$ cat config.mk
export PLATFORM = sky130hd
export DESIGN_NAME = rc4_ksa_core_flat
export DESIGN_NICKNAME = d
export VERILOG_FILES = /design/src/rtl/rc4_pkg.sv /design/src/rtl/rc4_ksa_core_if.sv /design/src/rtl/rc4_ksa_core.sv /design/src/flat_wrapper.sv
export SDC_FILE = /design/constraint.sdc
export NUM_CORES = 1
export LEC_CHECK = 0
export CELL_PAD_IN_SITES_DETAIL_PLACEMENT = 0
export CELL_PAD_IN_SITES_GLOBAL_PLACEMENT = 1
export CORE_MARGIN = 5
export CORE_UTILIZATION = 52
export CTS_BUF_LIST = sky130_fd_sc_hd__clkbuf_8
export DETAILED_ROUTE_END_ITERATION = 8
export DONT_BUFFER_PORTS = 1
export GPL_ROUTABILITY_DRIVEN = 1
export GPL_TIMING_DRIVEN = 0
export PLACE_DENSITY = 0.82
export SYNTH_ARGS = -nofsm -noshare
export SYNTH_HDL_FRONTEND = slang
export SYNTH_SLANG_ARGS = --single-unit
$ cat constraint.sdc
create_clock -name clk -period 4.9 [get_ports clk]
set_clock_uncertainty 0.1 [all_clocks]
set_input_delay 0.98 -clock clk [delete_from_list [all_inputs] [get_ports clk]]
set_output_delay 0.98 -clock clk [all_outputs]
set_load 0.01 [all_outputs]
$ cat src/rtl/rc4_pkg.sv
// Shared types and helpers for the RC4 key-scheduling engine.
package rc4_pkg;

    localparam int unsigned DEF_ADDR_W    = 8;
    localparam int unsigned DEF_KEY_BYTES = 3;
    localparam int unsigned KEY_MAX_BYTES = 32;
    localparam int unsigned KEY_MAX_W     = 8 * KEY_MAX_BYTES;

    typedef enum logic [3:0] {
        IDLE,
        INIT,
        RD_I,
        WAIT_I,
        GET_I,
        RD_J,
        WAIT_J,
        GET_J,
        WR_I,
        WR_J,
        DONE
    } state_t;

    // Byte k of an nbytes-long key, where byte 0 sits in the most significant position.
    function automatic logic [7:0] key_byte(input logic [KEY_MAX_W-1:0] key,
                                            input int unsigned           nbytes,
                                            input int unsigned           k);
        logic [KEY_MAX_W-1:0] shifted;
        shifted = key >> (8 * (nbytes - 1 - k));
        return shifted[7:0];
    endfunction

endpackage

$ cat src/rtl/rc4_ksa_core_if.sv
// Control handshake and single-port S memory bus of the RC4 key-scheduling engine.
interface rc4_ksa_core_if
    import rc4_pkg::*;
#(
    parameter int unsigned ADDR_W    = DEF_ADDR_W,
    parameter int unsigned KEY_BYTES = DEF_KEY_BYTES
);

    logic                   start;
    logic [8*KEY_BYTES-1:0] secret_key;
    logic [ADDR_W-1:0]      s_addr;
    logic [ADDR_W-1:0]      s_wdata;
    logic                   s_wren;
    logic [ADDR_W-1:0]      s_rdata;
    logic                   busy;
    logic                   done;

    modport master (
        input  start, secret_key, s_rdata,
        output s_addr, s_wdata, s_wren, busy, done
    );

    modport slave (
        output start, secret_key, s_rdata,
        input  s_addr, s_wdata, s_wren, busy, done
    );

endinterface

$ cat src/rtl/rc4_ksa_core.sv
// RC4 key scheduling: fills S with the identity permutation, then runs the
// key-driven swap loop against an external single-port memory.
module rc4_ksa_core
    import rc4_pkg::*;
#(
    parameter int unsigned ADDR_W    = DEF_ADDR_W,
    parameter int unsigned KEY_BYTES = DEF_KEY_BYTES,
    parameter int unsigned READ_LAT  = 1
) (
    input  logic           clk,
    input  logic           reset_n,
    rc4_ksa_core_if.master bus
);

    localparam int unsigned KEY_W     = 8 * KEY_BYTES;
    localparam int unsigned K_W       = (KEY_BYTES > 1) ? $clog2(KEY_BYTES) : 1;
    localparam int unsigned WAIT_W    = (READ_LAT > 2) ? $clog2(READ_LAT) : 1;
    localparam int unsigned WAIT_LOAD = (READ_LAT > 1) ? READ_LAT - 2 : 0;

    localparam logic [ADDR_W-1:0] I_LAST = '1;
    localparam logic [K_W-1:0]    K_LAST = K_W'(KEY_BYTES - 1);

    state_t              state_q, state_d;
    logic [ADDR_W-1:0]   i_q, i_d;
    logic [ADDR_W-1:0]   j_q, j_d;
    logic [K_W-1:0]      k_q, k_d;
    logic [ADDR_W-1:0]   si_q, si_d;
    logic [WAIT_W-1:0]   wait_q, wait_d;
    logic [KEY_W-1:0]    key_q, key_d;
    logic [ADDR_W-1:0]   s_addr_q, s_addr_d;
    logic [ADDR_W-1:0]   s_wdata_q, s_wdata_d;
    logic                s_wren_q, s_wren_d;
    logic                busy_q, busy_d;
    logic                done_q, done_d;

    logic [ADDR_W-1:0]   key_add_c;
    logic [ADDR_W-1:0]   j_sum_c;

    // Key byte for the current step, truncated or widened to the S element width.
    assign key_add_c = ADDR_W'(key_byte(KEY_MAX_W'(key_q), KEY_BYTES, 32'(k_q)));
    assign j_sum_c   = j_q + bus.s_rdata + key_add_c;

    // Next-state logic; memory-side outputs are computed for the state being entered.
    always_comb begin
        state_d   = state_q;
        i_d       = i_q;
        j_d       = j_q;
        k_d       = k_q;
        si_d      = si_q;
        wait_d    = wait_q;
        key_d     = key_q;
        s_addr_d  = s_addr_q;
        s_wdata_d = s_wdata_q;
        s_wren_d  = 1'b0;
        busy_d    = busy_q;
        done_d    = 1'b0;

        case (state_q)
            IDLE: begin
                if (bus.start) begin
                    state_d   = INIT;
                    key_d     = bus.secret_key;
                    i_d       = '0;
                    busy_d    = 1'b1;
                    s_addr_d  = '0;
                    s_wdata_d = '0;
                    s_wren_d  = 1'b1;
                end
            end
            INIT: begin
                if (i_q == I_LAST) begin
                    state_d  = RD_I;
                    i_d      = '0;
                    j_d      = '0;
                    k_d      = '0;
                    s_addr_d = '0;
                end else begin
                    i_d       = i_q + ADDR_W'(1);
                    s_addr_d  = i_q + ADDR_W'(1);
                    s_wdata_d = i_q + ADDR_W'(1);
                    s_wren_d  = 1'b1;
                end
            end
            RD_I: begin
                state_d = (READ_LAT > 1) ? WAIT_I : GET_I;
                wait_d  = WAIT_W'(WAIT_LOAD);
            end
            WAIT_I: begin
                if (wait_q == '0) state_d = GET_I;
                else              wait_d  = wait_q - WAIT_W'(1);
            end
            GET_I: begin
                si_d     = bus.s_rdata;
                j_d      = j_sum_c;
                state_d  = RD_J;
                s_addr_d = j_sum_c;
            end
            RD_J: begin
                state_d = (READ_LAT > 1) ? WAIT_J : GET_J;
                wait_d  = WAIT_W'(WAIT_LOAD);
            end
            WAIT_J: begin
                if (wait_q == '0) state_d = GET_J;
                else              wait_d  = wait_q - WAIT_W'(1);
            end
            GET_J: begin
                state_d   = WR_I;
                s_addr_d  = i_q;
                s_wdata_d = bus.s_rdata;
                s_wren_d  = 1'b1;
            end
            WR_I: begin
                state_d   = WR_J;
                s_addr_d  = j_q;
                s_wdata_d = si_q;
                s_wren_d  = 1'b1;
            end
            WR_J: begin
                if (i_q == I_LAST) begin
                    state_d = DONE;
                    done_d  = 1'b1;
                end else begin
                    state_d  = RD_I;
                    i_d      = i_q + ADDR_W'(1);
                    k_d      = (k_q == K_LAST) ? '0 : k_q + K_W'(1);
                    s_addr_d = i_q + ADDR_W'(1);
                end
            end
            DONE: begin
                state_d = IDLE;
                busy_d  = 1'b0;
            end
            default: state_d = IDLE;
        endcase
    end

    always_ff @(posedge clk or negedge reset_n) begin
        if (!reset_n) begin
            state_q   <= IDLE;
            i_q       <= '0;
            j_q       <= '0;
            k_q       <= '0;
            si_q      <= '0;
            wait_q    <= '0;
            key_q     <= '0;
            s_addr_q  <= '0;
            s_wdata_q <= '0;
            s_wren_q  <= 1'b0;
            busy_q    <= 1'b0;
            done_q    <= 1'b0;
        end else begin
            state_q   <= state_d;
            i_q       <= i_d;
            j_q       <= j_d;
            k_q       <= k_d;
            si_q      <= si_d;
            wait_q    <= wait_d;
            key_q     <= key_d;
            s_addr_q  <= s_addr_d;
            s_wdata_q <= s_wdata_d;
            s_wren_q  <= s_wren_d;
            busy_q    <= busy_d;
            done_q    <= done_d;
        end
    end

    assign bus.s_addr  = s_addr_q;
    assign bus.s_wdata = s_wdata_q;
    assign bus.s_wren  = s_wren_q;
    assign bus.busy    = busy_q;
    assign bus.done    = done_q;

endmodule
$ cat src/flat_wrapper.sv
// flat-port wrapper written by rule: the top's interface ports become plain ports
module rc4_ksa_core_flat import rc4_pkg::*;
#(
    parameter int unsigned ADDR_W    = DEF_ADDR_W,
    parameter int unsigned KEY_BYTES = DEF_KEY_BYTES,
    parameter int unsigned READ_LAT  = 1
)
  (clk, reset_n, bus_start, bus_secret_key, bus_s_rdata, bus_s_addr, bus_s_wdata, bus_s_wren, bus_busy, bus_done);
  rc4_ksa_core_if #(.ADDR_W(ADDR_W), .KEY_BYTES(KEY_BYTES)) bus_i ();
  input  logic clk;
  input  logic reset_n;
  input wire logic [$bits(bus_i.start)-1:0] bus_start;
  input wire logic [$bits(bus_i.secret_key)-1:0] bus_secret_key;
  input wire logic [$bits(bus_i.s_rdata)-1:0] bus_s_rdata;
  output wire logic [$bits(bus_i.s_addr)-1:0] bus_s_addr;
  output wire logic [$bits(bus_i.s_wdata)-1:0] bus_s_wdata;
  output wire logic [$bits(bus_i.s_wren)-1:0] bus_s_wren;
  output wire logic [$bits(bus_i.busy)-1:0] bus_busy;
  output wire logic [$bits(bus_i.done)-1:0] bus_done;
  assign bus_i.start = bus_start;
  assign bus_i.secret_key = bus_secret_key;
  assign bus_i.s_rdata = bus_s_rdata;
  assign bus_s_addr = bus_i.s_addr;
  assign bus_s_wdata = bus_i.s_wdata;
  assign bus_s_wren = bus_i.s_wren;
  assign bus_busy = bus_i.busy;
  assign bus_done = bus_i.done;
  rc4_ksa_core #(.ADDR_W(ADDR_W), .KEY_BYTES(KEY_BYTES), .READ_LAT(READ_LAT)) u_core (.clk(clk), .reset_n(reset_n), .bus(bus_i));
endmodule
# ---- After elaboration in Yosys (flattened, before gate mapping)
# Index checks and enable logic that the tools add are counted.
dict set report word_totals {
  register_bits 74
  input_bits 35
  out_inout_bits 19
  word_cells 83
}
dict set report classes {
  add_sub_neg 6
  n_eq_ne 18
  n_shift 1
  muxes 27
  n_reduce_logical 19
}
# cell n
set op_table {}
lappend op_table {{$pmux W8 S6} 1}
lappend op_table {{$pmux W4 S10} 1}
lappend op_table {{$mux W8} 4}
lappend op_table {{$pmux W8 S4} 1}
lappend op_table {{$shr A24 B32 Y8} 1}
lappend op_table {{$pmux W8 S3} 1}
lappend op_table {{$mux W4} 5}
lappend op_table {{$add A8 B8 Y8} 2}
lappend op_table {{$eq A4 B3 Y1 const B} 4}
lappend op_table {{$pmux W8 S2} 1}
lappend op_table {{$eq A4 B4 Y1 const B} 3}
lappend op_table {{$reduce_and A3 Y1} 4}
lappend op_table {{$ne A2 B2 Y1 const B} 5}
lappend op_table {{$add A8 B1 Y8 const B} 1}
lappend op_table {{$eq A4 B2 Y1 const B} 2}
lappend op_table {{$eq A8 B8 Y1 const B} 1}
lappend op_table {{$reduce_bool A2 Y1} 4}
lappend op_table {{$mux W1} 6}
lappend op_table {{$mux W2} 3}
lappend op_table {{$reduce_and A2 Y1} 3}
lappend op_table {{$reduce_bool A6 Y1} 1}
lappend op_table {{$reduce_or A2 Y1} 3}
lappend op_table {{$eq A4 B1 Y1 const B} 1}
lappend op_table {{$logic_not A4 Y1} 1}
lappend op_table {{11 further kinds} 12}

# ---- Depth between registers and ports, before layout
dict set report logic_depth {
  word_depth 4
  depth_mapped 18
  mapped_depth_nobuf 16
}

# ---- Worst setup path before layout
# Ideal clock, no wire load.
dict set report synth_timing {
  path_type {reg2reg}
  start {reg u_core.k_q[0]}
  end {reg u_core.s_addr_q[5], in the netlist u_core.bus.s_addr[5]}
  setup_ns 0.125
  arrival_ns 3.749
  required_ns 4.675
  slack_ns 0.926
  path_stages_with_launch 19
  n_path_buf 3
  synth_period_minus_slack_ns 3.974
  cell_sequence {dfrtp_1 > clkbuf_1 > inv_1 > ha_1 > buf_2 > and2_1 > clkbuf_1 > a21oi_1 > nor2_1 > fa_1 > ha_1 > inv_1 > fa_1 > nor2b_1 > o21a_1 > nor2_1 > xnor2_1 > a211o_1 > mux2_2}
}
dict set report synth_via {
  elab_chain_cells 4
}
# element line
set synth_lines {}
lappend synth_lines {{start: declaration} rc4_ksa_core.sv:26} ;# logic [K_W-1:0] k_q, k_d;
lappend synth_lines {{start signal: assignment} rc4_ksa_core.sv:155} ;# k_q <= k_d;
lappend synth_lines {{$sub A2 B2 Y3} rc4_pkg.sv:28} ;# shifted = key >> (8 * (nbytes - 1 - k));
lappend synth_lines {{$shr A24 B32 Y8} rc4_pkg.sv:28}
lappend synth_lines {{$add A8 B8 Y8} rc4_ksa_core.sv:41} ;# assign j_sum_c = j_q + bus.s_rdata + key_add_c;
lappend synth_lines {{$pmux W8 S6} rc4_ksa_core.sv:58} ;# case (state_q)
lappend synth_lines {{end signal: assignment} rc4_ksa_core.sv:159} ;# s_addr_q <= s_addr_d;
lappend synth_lines {{end: declaration} rc4_ksa_core.sv:30} ;# logic [ADDR_W-1:0] s_addr_q, s_addr_d;
# Every way passes these cells.
# A chain may end at the register's enable or synchronous reset.

# ---- Worst setup path in the final report
dict set report layout_timing {
  start {reg u_core.k_q[0]}
  end {reg u_core.s_addr_q[7], in the netlist u_core.bus.s_addr[7]}
}
# The elaborated chain is that of the path after synthesis.

==> impl_metrics.tcl <==
set metrics [dict create \
    status "completed" \
    clock-sinks 73 \
    grt_use_met3 0.0686 \
    total_power_mw 1.08 \
    crit_type "flip-flop to flip-flop" \
    p_switching_uw 275 \
    final_layout_size_suffix_gt1_frac 0.176 \
    setup_viol 0 \
    yosysTopAreaCell "dfrtp_1" \
    port_buffers 0 \
    antenna_left 0 \
    drcViolationCount 0 \
    vias_per_cell 5.87 \
    powerDensity_nw_per_um2 250 \
    yosysMostFrequentCell "dfrtp_1" \
    die_h_um 97.9 \
    worst_path_largest_cell_delay_ns 0.50 \
    grt_most_used_layer "met2" \
    fin_cells 500 \
    fmax_mhz 224 \
    synth_edf_count 0 \
    place.detailed.hpwl_um 6980 \
    cts_tree "done" \
    finalHoldViolations 0 \
    max_slew_margin 0.543 \
    grt_max_degree 74 \
    cpLargestDelayFamily "adder cells" \
    min_path_type "input pin to asynchronous set/reset pin" \
    nNetsFinal 446 \
    cts_root_buffer "clkbuf_8" \
    wl_per_cell_um 19.4 \
    peakVddDrop_mv 0.172 \
    rows 32 \
    static-leakage-power_nw 1.93 \
    cp_num_buf_inv 5 \
    synth_area_sq_um 4020 \
    tightestPinTransition_ns 0.682 \
    slowest_stage "fa_1" \
    post-route-period-util 0.912 \
    synth_seq_cells 73 \
    crit_fanout 10 \
    ys.flop_type "dfrtp_1" \
    path_cells "clkbuf_2 > inv_1 > ha_1 > buf_2 > and2_1 > clkbuf_1 > a21oi_1 > nor2_1 > fa_1 > ha_1 > inv_1 > fa_1 > nor2b_1 > o2111ai_1 > nand3_1 > xnor3_1 > o21ai_0 > mux2_2" \
    synth-async-reset-ratio 1.00 \
    diodes 0 \
    drt-pass1-iter-count 5 \
    period_needed_ns 4.47 \
    synth.avg_cell_area_sq_um 10.5 \
    finalWeightedCongestion 0.890 \
    use_met2 0.329 \
    clkSlewWorstSetupHoldPaths_ns 0.09 \
    p_comb_frac 0.023 \
    critical_path_arrival_ns 4.68 \
    yosys-top-cells-area "dfrtp_1, mux2_2, nand2_1, fa_1, a21oi_1" \
    use_met1 0.298 \
    ys_types 54 \
    cts_made_buffers 9 \
    cts_max_level 3 \
    synthesis.instances 382 \
    num_io_pins 54 \
    rsz0062_at_grt "no" \
    cap_viol_max_count 0 \
    syn_nets 435 \
    syn2layout_area_growth_pct 7.82 \
    p_int_uw 807 \
    dp.cells 484 \
    fin_ws_ns 0.431 \
    cts_hold_buf 0 \
    ctsResizeCount 0 \
    antenna_found_initial 0 \
    drtIter0Drc 168 \
    overflow 0 \
    seq_area_frac_synth 0.455 \
    start_util 0.528 \
    cts_buffer_depth 2 \
    reg2reg_slack_ns 0.43 \
    post_cts_buffers 0 \
    synth-warning-count 0 \
    drv_slew 0 \
    dieWidth_um 97.9 \
    fin_tns_setup_ns 0 \
    crit_path_end_kind "flip-flop" \
    cp-start-kind "flip-flop" \
    track_usage 0.214 \
    grt_pass1_wl_um 16100 \
    grt_pass1_vias 2996 \
    yosysTopAreaCellShare 0.455 \
    p_sw_frac 0.254 \
    required_ns 5.11 \
    p_seq_frac 0.557 \
    p_clk_frac 0.420 \
    drt-total-wl_um 9680 \
    clk_latency_ns 0.36 \
    nFillCells 700 \
    core_sq_um 7610 \
    die_area_sq_um 9580 \
    dr_total_vias 2937 \
    dpl_worst_slack_ns 0.325 \
    synth.cells.most_frequent "dfrtp_1, nand2_1, mux2_2" \
]
## state kept, by name (all words and copies together), names as in the netlist
signal              cells
u_core.bus.busy         1
u_core.k_q              2
u_core.bus.s_wdata      8
u_core.key_q           24
u_core.bus.done         1
u_core.state_q          4
u_core.i_q              8
u_core.bus.s_wren       1
u_core.j_q              8
u_core.si_q             8
u_core.bus.s_addr       8
## layer usage
layer / up-vias / wire (um)
met5: - / 0
met4: 0 / 106
met3: 11 / 589
met2: 78 / 4620
met1: 1464 / 4370
li1: 1384 / -
## final cells by class
| type | instances | area [sq um] | share of cell area |
|---|---|---|---|
| Buffer | 22 | 113 | 0.0260 |
| Clock buffer | 9 | 124 | 0.0286 |
| Clock inverter | 7 | 61.3 | 0.0142 |
| Inverter | 7 | 26.3 | 0.00607 |
| Multi-Input combinational cell | 280 | 2050 | 0.474 |
| Sequential cell | 73 | 1830 | 0.422 |
| Tap cell | 102 | 128 | 0.0295 |
## worst paths after layout
check	cells after the start	to	from
worst max-delay path	18	u_core.bus.s_addr[7]	u_core.k_q[0]
worst min-delay path	0	u_core.bus.done	reset_n
worst max register to register	18	u_core.bus.s_addr[7]	u_core.k_q[0]
worst min register to register	2	u_core.si_q[7]	u_core.si_q[7]
max in group asynchronous	0	u_core.si_q[5]	reset_n
min in group clk	2	u_core.si_q[7]	u_core.si_q[7]
## per-stage QoR
stage / hold WS [ns] / instance area, sq um / util
3_5_place_dp: 0.365 / 4150 / 0.545
4_1_cts: 0.189 / 4330 / 0.569
5_1_grt: 0.172 / 4330 / 0.569
2_1_floorplan: 0.346 / 4020 / -
3_3_place_gp: 0.359 / 4150 / 0.545
6_report: 0.203 / 4330 / 0.569
## kinds of logic after synthesis
| family | synth area share |
|---|---|
| AOI/OAI and AO/OA | 0.151 |
| xor gates and xnor gates | 0.0318 |
| adders and majority gates | 0.0710 |
| buffers and inverters | 0.0343 |
| DFF | 0.455 |
| muxes | 0.112 |
| and+or+nand+nor | 0.145 |
## layout by cell type, fill, tap and decap left out, types with 9 or more instances in the layout
| cell type | Yosys | layout |
|---|---|---|
| dfrtp_1 | 73 | 73 |
| xnor2_1 | 10 | 10 |
| clkbuf_1 | 11 | 10 |
| mux2_2 | 32 | 32 |
| clkbuf_8 | 0 | 9 |
| nand2_1 | 56 | 56 |
| a21oi_1 | 27 | 27 |
| o21ai_0 | 24 | 24 |
| ha_1 | 10 | 10 |
| nor2_1 | 26 | 26 |
## power by group through the flow
| stage | logic, mW | clock network [mW] | registers, mW |
|---|---|---|---|
| after floorplan | 0.0191 | 0 | 0.615 |
| after global placement | 0.0222 | 0 | 0.615 |
| after detailed placement | 0.0231 | 0 | 0.615 |
| after CTS | 0.0239 | 0.463 | 0.603 |
| after global routing | 0.0266 | 0.499 | 0.603 |
| final | 0.0244 | 0.454 | 0.603 |
## worst register-to-register path: stages (launching register included)
cell,delay [ns]
dfrtp_1,0.40
clkbuf_2,0.25
inv_1,0.10
ha_1,0.29
buf_2,0.21
and2_1,0.19
clkbuf_1,0.17
a21oi_1,0.19
nor2_1,0.09
fa_1,0.50
ha_1,0.18
inv_1,0.06
fa_1,0.40
nor2b_1,0.19
o2111ai_1,0.13
nand3_1,0.10
xnor3_1,0.44
o21ai_0,0.23
mux2_2,0.18
No activity file was read; power rests on OpenSTA's default activity.
